--- src/rtl/alu_exec_if.sv ---
// Request/response bundle for alu_exec: decode bits and operands in,
// registered result out, each side with its own valid/ready handshake.
interface alu_exec_if #(parameter int XLEN = 32);
   logic            in_valid;
   logic            in_ready;
   logic            opb5;
   logic            funct7b5;
   logic            funct7b0;
   logic [2:0]      funct3;
   logic [1:0]      ALUOp;
   logic [XLEN-1:0] srca;
   logic [XLEN-1:0] srcb;
   logic            out_valid;
   logic            out_ready;
   logic [XLEN-1:0] result;
   logic            zero;
   logic [3:0]      ALUControl;

   modport master (
      output in_valid, opb5, funct7b5, funct7b0, funct3, ALUOp, srca, srcb, out_ready,
      input  in_ready, out_valid, result, zero, ALUControl
   );

   modport slave (
      input  in_valid, opb5, funct7b5, funct7b0, funct3, ALUOp, srca, srcb, out_ready,
      output in_ready, out_valid, result, zero, ALUControl
   );
endinterface

--- src/rtl/alu_exec.sv ---
// RV32-style ALU with decode; single-cycle integer ops plus iterative
// shift-add multiply and restoring divide (one bit per cycle).
module alu_exec #(
   parameter int XLEN     = 32,
   parameter int ENABLE_M = 1
) (
   input  logic     clk,
   input  logic     reset,
   alu_exec_if.slave bus
);
   localparam int SW = $clog2(XLEN);
   localparam logic [XLEN-1:0] MOST_NEG = {1'b1, {(XLEN-1){1'b0}}};

   typedef enum logic [1:0] {IDLE, MUL, DIV, DONE} state_t;

   state_t            state;
   logic [SW-1:0]     cnt;
   logic [2*XLEN-1:0] acc;
   logic [XLEN-1:0]   opa;
   logic [XLEN-1:0]   result_q;
   logic [3:0]        aluctl;
   logic [2:0]        f3_q;
   logic              neg_q, neg_r;

   logic              accept, is_m, sa, sb, div0, ovf;
   logic [3:0]        dec_ctl;
   logic [SW-1:0]     sh;
   logic [XLEN-1:0]   alu_res, mag_a, mag_b, q_fix, r_fix;
   logic [XLEN:0]     sum, r_sh, diff;
   logic [2*XLEN-1:0] mul_n, div_n, prod;

   assign bus.in_ready   = (state == IDLE);
   assign bus.out_valid  = (state == DONE);
   assign bus.result     = result_q;
   assign bus.zero       = (result_q == '0);
   assign bus.ALUControl = aluctl;

   assign accept = bus.in_valid && (state == IDLE);
   assign is_m   = (ENABLE_M != 0) && bus.ALUOp[1] && bus.opb5 && bus.funct7b0;
   assign sh     = bus.srcb[SW-1:0];

   always_comb begin
      dec_ctl = 4'b0000;
      case (bus.ALUOp)
         2'b00: dec_ctl = 4'b0000;
         2'b01: dec_ctl = 4'b0001;
         default:
            case (bus.funct3)
               3'b000:  dec_ctl = (bus.opb5 && bus.funct7b5) ? 4'b0001 : 4'b0000;
               3'b001:  dec_ctl = 4'b0110;
               3'b010:  dec_ctl = 4'b0101;
               3'b011:  dec_ctl = 4'b0111;
               3'b100:  dec_ctl = 4'b0100;
               3'b101:  dec_ctl = bus.funct7b5 ? 4'b1110 : 4'b1000;
               3'b110:  dec_ctl = 4'b0011;
               default: dec_ctl = 4'b0010;
            endcase
      endcase
      if (is_m) dec_ctl = 4'b1111;
   end

   always_comb begin
      alu_res = '0;
      case (dec_ctl)
         4'b0000: alu_res = bus.srca + bus.srcb;
         4'b0001: alu_res = bus.srca - bus.srcb;
         4'b0110: alu_res = bus.srca << sh;
         4'b0101: alu_res = {{(XLEN-1){1'b0}}, $signed(bus.srca) < $signed(bus.srcb)};
         4'b0111: alu_res = {{(XLEN-1){1'b0}}, bus.srca < bus.srcb};
         4'b0100: alu_res = bus.srca ^ bus.srcb;
         4'b1110: alu_res = $unsigned($signed(bus.srca) >>> sh);
         4'b1000: alu_res = bus.srca >> sh;
         4'b0011: alu_res = bus.srca | bus.srcb;
         4'b0010: alu_res = bus.srca & bus.srcb;
         default: alu_res = '0;
      endcase
   end

   // Operand signedness: MUL/MULH both signed, MULHSU only a, DIV/REM both.
   always_comb begin
      if (!bus.funct3[2]) begin
         sa = (bus.funct3 != 3'b011);
         sb = (bus.funct3[2:1] == 2'b00);
      end else begin
         sa = !bus.funct3[0];
         sb = !bus.funct3[0];
      end
      sa    = sa && bus.srca[XLEN-1];
      sb    = sb && bus.srcb[XLEN-1];
      mag_a = sa ? -bus.srca : bus.srca;
      mag_b = sb ? -bus.srcb : bus.srcb;
      div0  = (bus.srcb == '0);
      ovf   = !bus.funct3[0] && (bus.srca == MOST_NEG) && (&bus.srcb);
   end

   // acc high half is the running partial product / remainder, low half the
   // multiplier / dividend that shifts out as quotient bits shift in.
   always_comb begin
      sum   = {1'b0, acc[2*XLEN-1:XLEN]} + (acc[0] ? {1'b0, opa} : '0);
      mul_n = {sum, acc[XLEN-1:1]};
      prod  = neg_q ? -mul_n : mul_n;
      r_sh  = {acc[2*XLEN-1:XLEN], acc[XLEN-1]};
      diff  = r_sh - {1'b0, opa};
      div_n = diff[XLEN] ? {r_sh[XLEN-1:0], acc[XLEN-2:0], 1'b0}
                         : {diff[XLEN-1:0], acc[XLEN-2:0], 1'b1};
      q_fix = neg_q ? -div_n[XLEN-1:0] : div_n[XLEN-1:0];
      r_fix = neg_r ? -div_n[2*XLEN-1:XLEN] : div_n[2*XLEN-1:XLEN];
   end

   always_ff @(posedge clk or negedge reset) begin
      if (!reset) begin
         state    <= IDLE;
         cnt      <= '0;
         acc      <= '0;
         opa      <= '0;
         result_q <= '0;
         aluctl   <= 4'b0000;
         f3_q     <= 3'b000;
         neg_q    <= 1'b0;
         neg_r    <= 1'b0;
      end else begin
         case (state)
            IDLE: if (accept) begin
               aluctl <= dec_ctl;
               f3_q   <= bus.funct3;
               cnt    <= '0;
               neg_q  <= sa ^ sb;
               neg_r  <= sa;
               if (!is_m) begin
                  result_q <= alu_res;
                  state    <= DONE;
               end else if (!bus.funct3[2]) begin
                  opa   <= mag_a;
                  acc   <= {{XLEN{1'b0}}, mag_b};
                  state <= MUL;
               end else if (div0) begin
                  result_q <= bus.funct3[1] ? bus.srca : '1;
                  state    <= DONE;
               end else if (ovf) begin
                  result_q <= bus.funct3[1] ? '0 : bus.srca;
                  state    <= DONE;
               end else begin
                  opa   <= mag_b;
                  acc   <= {{XLEN{1'b0}}, mag_a};
                  state <= DIV;
               end
            end
            MUL: begin
               acc <= mul_n;
               cnt <= cnt + 1'b1;
               if (cnt == SW'(XLEN-1)) begin
                  result_q <= (f3_q == 3'b000) ? prod[XLEN-1:0] : prod[2*XLEN-1:XLEN];
                  state    <= DONE;
               end
            end
            DIV: begin
               acc <= div_n;
               cnt <= cnt + 1'b1;
               if (cnt == SW'(XLEN-1)) begin
                  result_q <= f3_q[1] ? r_fix : q_fix;
                  state    <= DONE;
               end
            end
            default: if (bus.out_ready) state <= IDLE;
         endcase
      end
   end
endmodule

--- src/flat_wrapper.sv ---
// flat-port wrapper written by rule: the top's interface ports become plain ports
module alu_exec_flat 
#(
   parameter int XLEN     = 32,
   parameter int ENABLE_M = 1
)
  (clk, reset, bus_in_valid, bus_opb5, bus_funct7b5, bus_funct7b0, bus_funct3, bus_ALUOp, bus_srca, bus_srcb, bus_out_ready, bus_in_ready, bus_out_valid, bus_result, bus_zero, bus_ALUControl);
  alu_exec_if #(.XLEN(XLEN)) bus_i ();
  input  logic clk;
  input  logic reset;
  input wire logic [$bits(bus_i.in_valid)-1:0] bus_in_valid;
  input wire logic [$bits(bus_i.opb5)-1:0] bus_opb5;
  input wire logic [$bits(bus_i.funct7b5)-1:0] bus_funct7b5;
  input wire logic [$bits(bus_i.funct7b0)-1:0] bus_funct7b0;
  input wire logic [$bits(bus_i.funct3)-1:0] bus_funct3;
  input wire logic [$bits(bus_i.ALUOp)-1:0] bus_ALUOp;
  input wire logic [$bits(bus_i.srca)-1:0] bus_srca;
  input wire logic [$bits(bus_i.srcb)-1:0] bus_srcb;
  input wire logic [$bits(bus_i.out_ready)-1:0] bus_out_ready;
  output wire logic [$bits(bus_i.in_ready)-1:0] bus_in_ready;
  output wire logic [$bits(bus_i.out_valid)-1:0] bus_out_valid;
  output wire logic [$bits(bus_i.result)-1:0] bus_result;
  output wire logic [$bits(bus_i.zero)-1:0] bus_zero;
  output wire logic [$bits(bus_i.ALUControl)-1:0] bus_ALUControl;
  assign bus_i.in_valid = bus_in_valid;
  assign bus_i.opb5 = bus_opb5;
  assign bus_i.funct7b5 = bus_funct7b5;
  assign bus_i.funct7b0 = bus_funct7b0;
  assign bus_i.funct3 = bus_funct3;
  assign bus_i.ALUOp = bus_ALUOp;
  assign bus_i.srca = bus_srca;
  assign bus_i.srcb = bus_srcb;
  assign bus_i.out_ready = bus_out_ready;
  assign bus_in_ready = bus_i.in_ready;
  assign bus_out_valid = bus_i.out_valid;
  assign bus_result = bus_i.result;
  assign bus_zero = bus_i.zero;
  assign bus_ALUControl = bus_i.ALUControl;
  alu_exec #(.XLEN(XLEN), .ENABLE_M(ENABLE_M)) u_core (.clk(clk), .reset(reset), .bus(bus_i));
endmodule
--- config.mk ---
export PLATFORM = sky130hd
export DESIGN_NAME = alu_exec_flat
export DESIGN_NICKNAME = d
export VERILOG_FILES = /design/src/rtl/alu_exec_if.sv /design/src/rtl/alu_exec.sv /design/src/flat_wrapper.sv
export SDC_FILE = /design/constraint.sdc
export NUM_CORES = 1
export LEC_CHECK = 0
export CORE_MARGIN = 1
export CORE_UTILIZATION = 31
export DETAILED_ROUTE_END_ITERATION = 8
export GPL_TIMING_DRIVEN = 0
export HOLD_SLACK_MARGIN = 0.1
export SYNTH_ARGS = -nofsm -noshare
export SYNTH_HDL_FRONTEND = slang
export SYNTH_SLANG_ARGS = --single-unit
--- constraint.sdc ---
create_clock -name clk -period 6.6 [get_ports clk]
set_input_delay 1.98 -clock clk [delete_from_list [all_inputs] [get_ports clk]]
set_output_delay 1.98 -clock clk [all_outputs]
set_load 0.005 [all_outputs]
# After elaboration in Yosys (flattened, before gate mapping)
# Cells that the tools add are included.
[word_totals]
register_bits = 144
wordCells = 135
[op_classes]
shifts = 3
n_reduce_logical = 28
magnitude_cmp = 2
n_bitwise = 4
muxes = 46
add_sub_neg = 10
eq_ne = 33
[ops]
columns = ["cell", "n"]
rows = [
  ["$mux 32", 19],
  ["$mux 64", 7],
  ["$pmux 32 s10", 1],
  ["$pmux 64 s3", 1],
  ["$neg 32->32", 4],
  ["$pmux 32 s3", 1],
  ["$logic_not 32->1", 2],
  ["$lt 32x32->1", 2],
  ["$neg 64->64", 1],
  ["$add 32x33->33", 1],
  ["$sub 33x32->33", 1],
  ["$add 32x32->32", 1],
  ["$and 32x32->32", 1],
  ["$eq 32x32->1 const B", 1],
  ["$or 32x32->32", 1],
  ["$reduce_and 32->1", 1],
  ["$shl 32x5->32", 1],
  ["$shr 32x5->32", 1],
  ["$sshr 32x5->32", 1],
  ["$sub 32x32->32", 1],
  ["$xor 32x32->32", 1],
  ["$pmux 4 s7", 1],
  ["$eq 4x3->1 const B", 4],
  ["$mux 2", 6],
  ["other kinds (35)", 65],
]

# Longest topological paths before layout
# Gate-level depths: netlist of run 1.
[logic_depth]
word_depth = 10
depth_mapped = 27
mapped_depth_nobuf = 23

# Worst setup path before layout of run 1
# No wires, ideal clock.
[synth_timing]
path_kind = "input -> register"
from = "input port bus_srcb[2]"
to = "register u_core.result_q[30], in the netlist u_core.bus.result[30]"
arrival_ns = 5.734
setup_ns = 0.065
required_ns = 6.535
path_slack_ns = 0.801
cell_stages = 17
path_buffers = 3
cell_sequence = "clkbuf_1 inv_1 clkbuf_1 clkbuf_1 ha_1 a21oi_1 o22ai_1 o31a_1 a2111oi_0 nor3_1 a221oi_1 o31ai_1 a2111oi_0 nor3_1 xnor2_1 o2111ai_1 o211a_1"
[synth_via]
elab_chain_cells = 6
word_cells_on_any_way = 16
cone_classes = "add/sub (2); eq/ne (1); shift (3); mux (6); reduce/logical (4)"
[synth_rtl]
columns = ["element", "line", "rtl"]
rows = [
  ["from (decl)", "flat_wrapper.sv:18", "input wire logic [$bits(bus_i.srcb)-1:0] bus_srcb;"],
  ["parallel branches: the longest is 6 deep, another holds $sub 32x32->32", "n/a", ""],
  ["to (signal assigned)", "alu_exec.sv:130", "result_q <= alu_res;"],
  ["to (signal assigned)", "alu_exec.sv:137", "result_q <= bus.funct3[1] ? bus.srca : '1;"],
  ["to (signal assigned)", "alu_exec.sv:140", "result_q <= bus.funct3[1] ? '0 : bus.srca;"],
  ["to (decl)", "alu_exec.sv:20", "logic [XLEN-1:0] result_q;"],
]
# Several ways; the timed one is not identified. The select of a mux whose other input is x is not followed.
# A chain may end at the register's enable or synchronous reset.

# Worst setup path in the final report of run 1
[layout_timing]
from = "input port bus_srcb[1]"
to = "register u_core.result_q[11], in the netlist u_core.bus.result[11]"
# Same word-level chain as after synthesis.

==> metrics.csv, run 1 <==
metric,value,unit
Synth Area in Compound Gates,33.34,%
Place WS,-3225,ps
critical path class,input pin to register,
worst-case hold path end point,u_core.cnt[4],
syn nets,4020,
Reg-to-Reg End,u_core.bus.result[26],
clock insertion delay at the later pin of the skew report,470,ps
maximum VDD drop,0.2497,mV
grt total ovfl,0,
min Tclk post-route,6722,ps
Yosys reg bits,144,
via count,32230,
XOR/XNOR share of the synthesized area,6.642,%
worst-margin pin slew,1410,ps
CTS sink count,144,
critical path peak fanout,10,
CTS max path bufs,2,
Finished Cell Area,29700,um^2
Hold Path Stages,2,
post-synthesis mux area share,7.361,%
# rows,106,
Synth cell types,101,
"most common cell after layout, fill and taps aside",nand2_1,
Seq pwr share,12.7,%
WP data required,7010,ps
Pwr Total,0.01410,W
Post-DRT Antenna Nets,0,
largest net degree at the start of global routing,87,
ranking of synthesized cells by area,"dfrtp_1, ha_1, o21ai_0, nand2_1, a21oi_1",
RSZ-0062 raised after global routing,true,
clock-pin slew on the worst setup and hold paths,70,ps
Max Freq,148.8,MHz
worst r2r path cells,16,
switch share,61.53,%
"Avg Cell Area, Syn",6.932,um^2
starting density of the core,31.25,%
area delta synth->final,13.77,%
internal cell power,0.005425,W
"commonest non-fill, non-tap cells in the layout","nand2_1, o21ai_0, nor2_1, a21oi_1, clkbuf_1",
"Cell Area, Synth",26110,um^2
Syn Inst Count,3766,
Hold Crit Class,register to register,
CP arrival,7130,ps
pwr/cell area,474.7,nW/um^2
Max-slew headroom,5.676,%
Area after DPL,28630,um^2
Post-synth ARST share,100.0,%
reg2reg start,u_core.acc[0],
GPL Wtd Cong,1.103,
core area,83560,um^2
overall die height,292.2,um
Final Max Slew Viols,0,
Die X,292.2,um
hold_sp,u_core.cnt[4],
IO buf count,114,
layout net count,4166,
vias in the first global route,30440,
largest family of logic cells by synthesized area,compound AO/OA/AOI/OAI gates,
Simple-Gate Fraction of Synth Area,22.59,%
PnR worst setup slack,-121.6,ps
crit end category,register,
P_sw,0.008676,W
"Seq/Total Area, Yosys",13.80,%
Post-synth EDFFs,0,
Max-Cap Viols,0,
Clk pwr share,7.4,%
post-route setup TNS,-199.4,ps
failing checks,negative setup slack,
vias per inst,6.441,
register area,3605,um^2
total I/O pin count,115,
crit share post-route,101.8,%
CP Launch Type,input pin,
die area,85380,um^2
initial antenna violation count,8,
drt first-iter violations,4021,
total track usage,35.09,%
detailed placer's ending HPWL,125200,um
Worst Skew,10.35,ps
LEAKAGE,11.71,nW
ANT cells,0,
Root Buffer,clkbuf_16,
setup violators final,3,
DRC Markers,0,
Avg WL per Cell,30.89,um
Detailed Routing Iterations Pass 1,7,
first-pass GRT wire length,218500,um
dominant cell type by area after synthesis,dfrtp_1,
multi-input logic area,21020,um^2
Fin. Hold Viols,0,
H-Tree Depth,4,
post-synth top area share,13.80,%
status,"finished, violations left",
proportion of layout cells with a drive suffix above 1,6.065,%
Synth Flop Type,dfrtp_1,
fillers,9131,
combinational share of power,79.8,%
Synth Area in Adders,9.451,%
reg2reg setup slack,70,ps
# hold bufs at CTS,0,
CTS buffer count,17,
YS warnings,0,
drt total wl,154600,um
CTS tree,done,
[power by group through the flow]
| stage | registers (W) | logic, W | clock network, W |
|---|---|---|---|
| 2_1_floorplan | 0.00151 | 0.00671 | 0 |
| 3_3_place_gp | 0.00178 | 0.0105 | 0 |
| 3_5_place_dp | 0.00178 | 0.0105 | 0 |
| 4_1_cts | 0.00176 | 0.0107 | 0.00104 |
| 5_1_grt | 0.00181 | 0.0118 | 0.00108 |
| 6_report | 0.00180 | 0.0113 | 0.00105 |
[critical path, stage by stage]
cell             delay (ps)
clkdlybuf4s50_1         600
clkbuf_2                370
clkbuf_1                510
clkbuf_1                600
o21ai_0                 290
mux2i_1                 640
mux2i_1                 200
o21ai_0                 390
a221oi_1                160
nor2_1                  820
a2111oi_4               170
o311ai_0                160
o221a_2                 250
[logic make-up after synthesis]
family | after synthesis
xor+xnor | 198
buf+inv | 462
mux | 151
fa+ha+maj | 199
simple gates | 1271
compound gates | 1341
flops | 144
[how the worst max path moves through the flow]
stage                     depth (start not counted)     startpoint               endpoint  slack (ps)
after global routing                             17  u_core.acc[0]  u_core.bus.result[26]         -50
final                                            13    bus_srcb[1]  u_core.bus.result[11]        -120
after CTS                                        14    bus_srcb[1]   u_core.bus.result[9]          10
after detailed placement                         17    bus_srcb[0]  u_core.bus.result[11]       -3230
after floorplan                                  17    bus_srcb[2]  u_core.bus.result[30]         800
after global placement                           17    bus_srcb[0]  u_core.bus.result[11]       -3320
[synthesized netlist by cell type, drive strengths merged, types with 9 or more instances]
cell	instances
nand2	433
o21ai	379
nor2	362
a21oi	317
clkbuf	252
ha	174
inv	159
dfrtp	144
xnor2	140
nor3	105
mux2i	96
nand3	75
o31ai	70
a211oi	68
xor2	58
a21o	53
o211ai	53
or3	51
a31oi	50
buf	49
nor4	44
nand4	36
a22oi	33
a221oi	30
and2	30
mux4	30
nand2b	30
a221o	29
mux2	25
o22ai	23
nor2b	22
a2111oi	21
maj3	21
o21bai	21
or4	21
and3	20
a211o	19
o21a	18
o221ai	18
o2111ai	17
o41ai	15
or2	13
o311ai	11
a21boi	10
and4	9
[per-layer routing]
layer	global-route usage, %	up-vias	share of wire [%]
met4	29.42	10	9.5
met1	41.00	15470	37
met3	6.356	572	8.9
met5	0	-	0.041
met2	55.85	1978	44
li1	-	14200	-
[per-stage QoR]
stage | hold slack, ps | utilization, % | cells
4_1_cts | 491.5 | 35.34 | 4999
2_1_floorplan | 445.3 | - | 3766
5_1_grt | 499.4 | 35.55 | 5004
3_3_place_gp | 461.6 | 34.23 | 4960
6_report | 489.4 | 35.55 | 5004
3_5_place_dp | 468.8 | 34.27 | 4962
[final cells by class]
type | count | area share, %
multi-input combinational | 3160 | 70.75
sequential | 144 | 12.14
tap | 1080 | 4.549
timing repair buffer | 133 | 4.402
buffer | 295 | 4.077
inverter | 161 | 2.102
clock buffer | 18 | 1.479
clock inverter | 13 | 0.5055
[what timing repair did]
item	4_1_cts	5_1_grt
gates resized for setup	73	39
buffers inserted	11	3
setup endpoints to repair	128	84
pin swaps	3	3
[registers in the layout, indices dropped and copies added (netlist names)]
register               flops
u_core.acc                64
u_core.bus.result         32
u_core.opa                32
u_core.cnt                 5
u_core.bus.ALUControl      4
u_core.f3_q                3
u_core.state               2
u_core.neg_q               1
u_core.neg_r               1
(Power assumes the default switching activity.)
==> run 2: changes to the inputs <==
Settings changed: CTS_BUF_LIST set to sky130_fd_sc_hd__clkbuf_8, SETUP_SLACK_MARGIN set to 0.4.
==> run 2 against run 1 <==
Effect of this change: the run now ends clean; via count up 1.1%; cell count rose by 0.34%; clock-buffer cell count unchanged; global-route usage grew 0.079 points; worst setup slack improved by 400 ps; total power grew 0.80%; combinational power about the same; routed wire length rose by 0.61%; design area grew 0.74%; sequential share of layout area fell by 0.077 points; hold slack improved by 4.2 ps; highest routed layer unchanged.
==> metrics.csv, run 2 (same netlist as run 1, synthesis figures left out) <==
metric,value,unit,change
vias in the first global route,30530,,"was 30,440"
Hold Crit Class,register to register,,unchanged
maximum VDD drop,0.2536,mV,was 0.2497 mV
worst r2r path cells,26,,was 16
vias per inst,6.492,,was 6.441
Reg-to-Reg End,u_core.bus.result[30],,was u_core.bus.result[26]
clock insertion delay at the later pin of the skew report,530,ps,was 470 ps
core area,83560,um^2,unchanged
CP arrival,6790,ps,was 7130 ps
RSZ-0062 raised after global routing,true,,unchanged
IO buf count,114,,unchanged
routed wl met2,69380,um,"was 68,730 um"
Largest register FFs,64,,unchanged
worst-margin pin slew,1343,ps,was 1410 ps
setup violators final,0,,was 3
clock-pin slew on the worst setup and hold paths,100,ps,was 70 ps
Die X,292.2,um,unchanged
routed wl met3,13380,um,"was 13,750 um"
met1 wire length,58470,um,"was 57,300 um"
DRC Markers,0,,unchanged
Placed Cells,4962,,unchanged
area delta synth->final,14.62,%,was 13.77%
layout net count,4178,,"was 4,166"
starting density of the core,31.25,%,unchanged
# rows,106,,unchanged
CTS sink count,144,,unchanged
Avg WL per Cell,30.97,um,was 30.89 um
CTS tree,done,,unchanged
CP Launch Type,register,,was input pin
drt first-iter violations,4119,,"was 4,021"
CP Launch Point,u_core.acc[31],,was bus_srcb[1]
crit path capture,u_core.bus.result[30],,was u_core.bus.result[11]
largest net degree at the start of global routing,87,,unchanged
Fin. Hold Viols,0,,unchanged
critical path peak fanout,10,,unchanged
critical path class,register to register,,was input pin to register
WP data required,7070,ps,was 7010 ps
total I/O pin count,115,,unchanged
reg2reg start,u_core.acc[31],,was u_core.acc[0]
min Tclk post-route,6320,ps,was 6722 ps
post-route setup TNS,0,ps,was -199.4 ps
LEAKAGE,11.84,nW,was 11.71 nW
Max Used Layer,met5,,unchanged
CTS max path bufs,2,,unchanged
total track usage,35.17,%,was 35.09%
first-pass GRT wire length,219000,um,"was 218,500 um"
crit share post-route,95.76,%,was 101.8%
Worst Skew,15.03,ps,was 10.35 ps
final cell count without fillers,5021,,"was 5,004"
"commonest non-fill, non-tap cells in the layout","nand2_1, o21ai_0, nor2_1, a21oi_1, clkbuf_1",,unchanged
Root Buffer,clkbuf_8,,was clkbuf_16
Area after DPL,28630,um^2,unchanged
fillers,9132,,"was 9,131"
GPL Wtd Cong,1.103,,unchanged
Post-DRT Antenna Nets,0,,unchanged
die area,85380,um^2,unchanged
H-Tree Depth,4,,unchanged
Max-Cap Viols,0,,unchanged
pwr/cell area,475.0,nW/um^2,was 474.7 nW/um^2
Top reg by flops,u_core.acc,,unchanged
proportion of layout cells with a drive suffix above 1,7.647,%,was 6.065%
Max Freq,158.2,MHz,was 148.8 MHz
# hold bufs at CTS,0,,unchanged
status,"complete, no violations",,"was finished, violations left"
via count,32600,,"was 32,230"
drt total wl,155500,um,"was 154,600 um"
"most common cell after layout, fill and taps aside",nand2_1,,unchanged
Finished Cell Area,29920,um^2,"was 29,700 um^2"
CTS buffer count,17,,unchanged
reg2reg setup slack,280,ps,was 70 ps
Max-slew headroom,9.750,%,was 5.676%
crit end category,register,,unchanged
detailed placer's ending HPWL,125200,um,unchanged
initial antenna violation count,8,,unchanged
Final Max Slew Viols,0,,unchanged
grt total ovfl,0,,unchanged
overall die height,292.2,um,unchanged
Detailed Routing Iterations Pass 1,8,,was 7
[run 2: cell types whose count changed in the layout (fill, tap and decap cells not counted), sizes merged]
cell           before  now
diode               0    5
clkinv              4    5
clkinvlp            6    4
clkdlybuf4s50     111  103
dlygate4sd2         0    3
inv               162  163
dlymetal6s2s        2    6
clkdlybuf4s15       1    4
buf                61   72
clkbuf            271  270
[run 2: worst min path at each step]
| stage | from | to | slack [ps] | cells past startpoint |
|---|---|---|---|---|
| final | u_core.bus.ALUControl[2] | u_core.bus.ALUControl[2] | 490 | 1 |
| after global placement | u_core.bus.ALUControl[2] | u_core.bus.ALUControl[2] | 460 | 1 |
| after CTS | u_core.cnt[4] | u_core.cnt[4] | 500 | 2 |
| after global routing | u_core.cnt[4] | u_core.cnt[4] | 510 | 2 |
| after floorplan | u_core.cnt[4] | u_core.cnt[4] | 450 | 2 |
| after detailed placement | u_core.bus.ALUControl[2] | u_core.bus.ALUControl[2] | 470 | 1 |
[run 2: cell type report]
cell class	instances	area (um^2)	share of cell area, %
Antenna cell	5	12.51	0.04181
Buffer	301	1334	4.457
Clock buffer	18	247.7	0.8279
Clock inverter	13	150.1	0.5018
Inverter	161	624.3	2.086
Multi-Input combinational cell	3160	21240	70.97
Sequential cell	144	3608	12.06
Tap cell	1080	1351	4.516
Timing Repair Buffer	139	1359	4.541
[run 2: where the power goes]
group | switching, W | total (W) | leakage, nW | internal [W]
registers | 0.000533 | 0.00180 | 1.82 | 0.00127
logic | 0.00784 | 0.0116 | 9.82 | 0.00378
clock network | 0.000441 | 0.000791 | 0.197 | 0.000351
total | 0.00882 | 0.0142 | 11.8 | 0.00540
[run 2: through the flow]
stage	hold slack, ps	util (%)	power, W	setup slack, ps
6_report	493.6	35.81	0.01421	279.7
5_1_grt	506.3	35.80	0.01477	90.97
4_1_cts	497.4	35.45	0.01350	302.2
3_5_place_dp	468.8	34.27	0.01226	-3225
3_3_place_gp	461.6	34.23	0.01226	-3324
2_1_floorplan	445.3	-	0.008223	800.6
[run 2: what timing repair did]
| item | 4_1_cts | 5_1_grt |
|---|---|---|
| pin swaps | 12 | 17 |
| cloned | 0 | 0 |
| resized for setup | 137 | 85 |
| endpoints found under the hold margin | 0 | 0 |
| setup buffers | 16 | 7 |
| endpoints found under the setup margin | 129 | 124 |
[run 2: per-layer routing]
metal / up-vias / global-route usage, %
li1: 14240 / -
met3: 589 / 5.511
met4: 4 / 27.41
met5: - / 0
met1: 15590 / 41.94
met2: 2178 / 56.52
[run 2: critical path: stages, from the launching register on]
cell and delay [ps]:
dfrtp_2 500, clkinvlp_4 110, ha_1 210, fa_2 270
nand2b_1 200, a21oi_4 100, o41ai_4 430, a21oi_4 140
a311o_1 290, buf_4 190, and2_1 160, buf_6 150
inv_8 110, buf_12 160, buf_8 160, nor2_1 60
a21oi_2 160, ha_2 210, inv_1 80, or4_4 550
nor4_4 370, a41o_2 350, nand4_1 200, o41ai_2 370
xor2_1 150, o221ai_2 310, o211a_1 210
